### config.mk
export PLATFORM = sky130hd
export DESIGN_NAME = csa1
export DESIGN_NICKNAME = d
export VERILOG_FILES = /design/src/rtl/csa1.sv
export SDC_FILE = /design/constraint.sdc
export NUM_CORES = 1
export LEC_CHECK = 0
export ABC_AREA = 1
export CELL_PAD_IN_SITES_DETAIL_PLACEMENT = 1
export CELL_PAD_IN_SITES_GLOBAL_PLACEMENT = 2
export CORE_UTILIZATION = 22
export CTS_CLUSTER_DIAMETER = 80
export DETAILED_ROUTE_END_ITERATION = 10
export MAX_ROUTING_LAYER = met4
export PLACE_DENSITY_LB_ADDON = 0.1
export SYNTH_ARGS = -nofsm -noshare
export SYNTH_HDL_FRONTEND = slang
export SYNTH_SLANG_ARGS = --single-unit
### constraint.sdc
create_clock -name clk -period 0.8 [get_ports clk]
set_input_delay 0.16 -clock clk [delete_from_list [all_inputs] [get_ports clk]]
set_output_delay 0.16 -clock clk [all_outputs]
set_load 0.1 [all_outputs]
### src/rtl/csa1.sv
// Registered 3:2 carry-save compressor for staggered-width partial-product rows.
// Optional CSA1_SUM_EN adds a registered carry-propagate sum output for cross-checking.
module csa1 #(
    parameter int W = 32
) (
    input  logic         clk,
    input  logic         rst_n,
    input  logic         en,
    input  logic         in_valid,
    input  logic [W-1:0] a1,
    input  logic [W:0]   a2,
    input  logic [W+1:0] a3,
    output logic [W+1:0] b1,
    output logic [W+1:0] b2,
`ifdef CSA1_SUM_EN
    output logic [W+2:0] sum,
`endif
    output logic         out_valid
);

    // Valid-only stream: in_valid qualifies a1/a2/a3 in the cycle it is high
    // and en is high; out_valid qualifies b1/b2 one enabled edge later.
    // There is no backpressure; a new operand set may arrive every cycle.

    logic [W+1:0] x, y, z;
    logic [W+1:0] s_d;
    logic [W:0]   c_d;
    logic [W+1:0] b1_d, b2_d;
    logic [W+1:0] b1_q, b2_q;
    logic         valid_q;

    always_comb begin
        x    = {2'b00, a1};
        y    = {1'b0, a2};
        z    = a3;
        s_d  = x ^ y ^ z;
        // Top carry is omitted: x and y are both zero in bit W+1.
        c_d  = (x[W:0] & y[W:0]) | (x[W:0] & z[W:0]) | (y[W:0] & z[W:0]);
        b1_d = s_d;
        b2_d = {c_d, 1'b0};
    end

    always_ff @(posedge clk or negedge rst_n) begin
        if (!rst_n) begin
            b1_q    <= '0;
            b2_q    <= '0;
            valid_q <= 1'b0;
        end else if (en) begin
            b1_q    <= b1_d;
            b2_q    <= b2_d;
            valid_q <= in_valid;
        end
    end

    assign b1        = b1_q;
    assign b2        = b2_q;
    assign out_valid = valid_q;

`ifdef CSA1_SUM_EN
    logic [W+2:0] sum_d, sum_q;

    always_comb begin
        sum_d = {3'b000, a1} + {2'b00, a2} + {1'b0, a3};
    end

    always_ff @(posedge clk or negedge rst_n) begin
        if (!rst_n) begin
            sum_q <= '0;
        end else if (en) begin
            sum_q <= sum_d;
        end
    end

    assign sum = sum_q;
`endif

endmodule

---- After elaboration in Yosys (flattened, before gate mapping) ----
Index checks and enable logic that the tools add are counted.
storage, ports and cells
  bits in registers ....................... 68
  input bits .............................. 103
  output and inout port bits .............. 69
  word-level logic and storage cells ...... 10
operators by class
  bitwise logic cells ..................... 7
operators with widths
  cell                           number
  bitwise AND 32 x 33 -> 33 bit  2
  OR 33 bit                      2
  bitwise XOR 33 x 34 -> 34 bit  1
  bitwise AND 33 bit             1
  bitwise XOR 32 x 33 -> 33 bit  1

---- Longest topological paths before layout ----
Gate-level depths: netlist of the first run.
  word-level depth ........................ 3
  gate-level depth with buffers ........... 6

---- Worst setup path after synthesis of the first run ----
No wires, ideal clock.
  kind .................................... register -> register
  from .................................... register, netlist name b1[0]
  to ...................................... register b1_q[0] (netlist: b1[0])
  setup time .............................. 67 ps
  data arrival time ....................... 1,079 ps
  slack ................................... -346 ps
  stages on the path, launching flop included .. 3
  path buffers ............................ 0
  cell sequence ........................... dfrtp_1 > nand2_1 > nand2_1
RTL lines
  element               RTL line  text
  to (signal assigned)  45        b1_q <= '0;
  to (signal assigned)  49        b1_q <= b1_d;
  to (decl)             29        logic [W+1:0] b1_q, b2_q;

---- Worst setup path after layout of the first run ----
  from .................................... register b1_q[14] (netlist: b1[14])
  to ...................................... output b1[14]
RTL lines
  element    RTL line  text
  to (decl)  13        output logic [W+1:0] b1,
No word-level cell between the ends.

==> run_results.csv, run 1 <==
group,metric,value,unit
status,outcome,"finished with violations",
status,violations,"negative setup slack",
global_routing,grt_pass1_vias,2983,
global_routing,grt_util_all_layers,13.86,%
layout,stdcell_area,0.006350,sq mm
place,placed_area,0.006118,sq mm
drt,dr.first_iter.drc_count,77,
drt,drt-total-wl,9567,um
clocking,numClockSinks,68,
clocking,htree_levels,3,
yosys,synth_area,0.003241,sq mm
drt,drtPass1Iterations,4,
layout,area_delta_synth_final,95.95,%
clocking,clkSlewWorstSetupHoldPaths,50,ps
sta,period_needed,1170,ps
yosys,synth.distinct_cells,9,
sta,fin_skew,0,ps
worst_setup_path,cpLargestDelayFamily,"flip-flops",
layout,drive_gt1_share,32.93,%
yosys,synthCells,323,
worst_setup_path,critPathLaunchType,"flip-flop",
drt,viasPerCell,4.007,
layout,mostFrequentLayoutCells,"nand2_1 (202), buf_12 (74), dfrtp_4 (68)",
clocking,numCtsBuffers,9,
drt,wl_per_cell,14.05,um
die,die_y,123.4,um
global_routing,overflow,0,
place,place.gp.congestion,0.6771,
die,start_util,22.90,%
global_routing,grt_pass1_wl,15140,um
place,numPortBuffers,170,
sta,fmax,854.4,MHz
place,place_hpwl,7392,um
global_routing,use_met1,15.32,%
drt,ant_nets,0,
sta,hold_ws,292.3,ps
clocking,clockBufferDepth,2,
die,core-area,0.01415,sq mm
yosys,synth-seq-cells,68,
sta,grt_setup_unrepaired,"yes",
clocking,cts_tree,"yes",
pwr,powerDensity,2366,mW/mm^2
global_routing,grt_most_used_layer,"met2",
worst_setup_path,critPathArrivalTime,1010,ps
pwr,leakagePower,2.940,nW
die,num_io_pins,172,
sta,fin_ws,-370.4,ps
yosys,syn-num-nets,459,
worst_hold_path,hp-class,"input port to flip-flop",
layout,nFillCells,1528,
place,dp_slack,-560.1,ps
yosys,synth-seq-area-share,52.51,%
flow_run,drv_cap,0,
die,dieWidth,123.4,um
sta,slew_viol_final,0,
die,num_rows,43,
worst_setup_path,setup.worst_path.class,"flip-flop to primary output",
sta,period_share,146.3,%
worst_setup_path,path_cells,"buf_12",
global_routing,grt_start_max_net_pins,48,
die,dieArea,0.01522,sq mm
layout,nNetsFinal,634,
pwr,vdd_drop_max,0.8528,mV
worst_setup_path,cpPeakStageDelay,500,ps
worst_setup_path,end_kind,"primary output",
global_routing,met3_usage,4.889,%
yosys,yosys_warnings,0,
clocking,root_buffer,"clkbuf_16",
worst_setup_path,critPathMaxFanout,2,
drt,via_count,2729,
worst_setup_path,critPathRequiredTime,640,ps
layout,antenna_cells,0,
worst_setup_path,crit_path_top_delay_cell,"dfrtp_4",
global_routing,grt_antenna_before_repair,0,
layout,layout_commonest_cell,"nand2_1",
sta,setup-violations-final,69,
drt,drcViolationCount,0,
clocking,clk_latency,330,ps
sta,hold_violations,0,
global_routing,gr-usage-met2,22.49,%
yosys,syn_area_per_cell,10.03,sq um
worst_setup_path,crit_buf_inv,1,
-- flip-flops by register name, indices dropped and copies added (netlist names) --
| signal | cells |
|---|---|
| out_valid | 1 |
| b2 | 33 |
| b1 | 34 |
-- report_power, final --
group / internal (W) / switching (W) / total, W
logic: 0.00238 / 0.00426 / 0.00664
registers: 0.00417 / 0.000484 / 0.00466
clock network: 0.00230 / 0.00143 / 0.00373
total: 0.00886 / 0.00617 / 0.0150
-- layer usage --
| metal | share of wire, % | up-vias |
|---|---|---|
| li1 | - | 1305 |
| met1 | 39 | 1320 |
| met2 | 50 | 92 |
| met3 | 9.1 | 12 |
| met4 | 1.8 | 0 |
| met5 | 0 | - |
-- synthesized netlist by cell type --
| cell | count | area share [%] |
|---|---|---|
| buf_4 | 3 | 0.69 |
| dfrtp_1 | 68 | 53 |
| fa_1 | 32 | 20 |
| buf_6 | 4 | 1.4 |
| buf_2 | 9 | 1.4 |
| nand2_1 | 204 | 24 |
| ha_1 | 1 | 0.39 |
| conb_1 | 1 | 0.12 |
| inv_2 | 1 | 0.12 |
-- tightest hold or removal path, delay by kind of cell --
kind | cells | cell delay [ps]
buf+inv | 2 | 310
simple gates | 2 | 120
-- kinds of logic after synthesis --
logic type | after synthesis | share of synthesized area [%]
flops | 68 | 52.51
fa+ha+maj | 33 | 20.15
buf+inv | 17 | 3.590
other cells | 1 | 0.1157
simple gates | 204 | 23.63
-- what timing repair did --
action / 4_1_cts / 5_1_grt
pin swaps: 52 / 49
buffers inserted: 1 / 0
hold buffers: 1 / 0
setup endpoints to repair: 132 / 101
gates resized for setup: 100 / 34
endpoints found under the hold margin: 68 / 0
-- metrics by stage --
| step | power (W) | instances | TNS, ps | util, % |
|---|---|---|---|---|
| 2_1_floorplan | 0.008443 | 323 | -3614 | - |
| 3_5_place_dp | 0.01159 | 665 | -33200 | 43.24 |
| 3_3_place_gp | 0.01154 | 665 | -32330 | 43.24 |
| 5_1_grt | 0.01572 | 681 | -25820 | 44.88 |
| 6_report | 0.01503 | 681 | -24010 | 44.88 |
| 4_1_cts | 0.01525 | 681 | -25110 | 44.54 |
-- worst paths after layout --
path | startpoint | end | slack, ps | cells after the start
setup / recovery | b1[14]$_DFFE_PN0P_ | b1[14] | -370 | 1
hold / removal | en | b2[9]$_DFFE_PN0P_ | 290 | 4
setup reg to reg | b2[29]$_DFFE_PN0P_ | b2[29]$_DFFE_PN0P_ | -10 | 3
hold reg to reg | b1[30]$_DFFE_PN0P_ | b1[30]$_DFFE_PN0P_ | 550 | 2
max in group asynchronous | rst_n | b2[14]$_DFFE_PN0P_ | 160 | 3
min in group asynchronous | rst_n | b2[3]$_DFFE_PN0P_ | 320 | 3
-- layout make-up --
class	instances	area (sq um)	area share (%)
clock buffers	12	266.5	4.197
clock inverters	2	10.01	0.1576
inverters	1	3.754	0.05911
multi-input cells	238	1435	22.60
flip-flops and latches	68	1957	30.82
well taps	180	225.2	3.547
repair buffers	180	2452	38.62
Note: power is estimated with default switching activity, not from simulation.
==> run 2: changes to the inputs <==
--- a/config.mk
+++ b/config.mk
@@ -6,6 +6,7 @@
 export NUM_CORES = 1
 export LEC_CHECK = 0
 export ABC_AREA = 1
+export CAP_MARGIN = 0
 export CELL_PAD_IN_SITES_DETAIL_PLACEMENT = 1
 export CELL_PAD_IN_SITES_GLOBAL_PLACEMENT = 2
 export CORE_UTILIZATION = 22
==> results of run 2 <==
No change in the layout: final DEF, timing and power equal those of run 1.
==> run 3: changes to the inputs <==
--- a/config.mk
+++ b/config.mk
@@ -12,6 +12,7 @@
 export CORE_UTILIZATION = 22
 export CTS_CLUSTER_DIAMETER = 80
 export DETAILED_ROUTE_END_ITERATION = 10
+export GPL_ROUTABILITY_DRIVEN = 0
 export MAX_ROUTING_LAYER = met4
 export PLACE_DENSITY_LB_ADDON = 0.1
 export SYNTH_ARGS = -nofsm -noshare
==> results of run 3 <==
No change in the layout: final DEF, timing and power equal those of run 1.
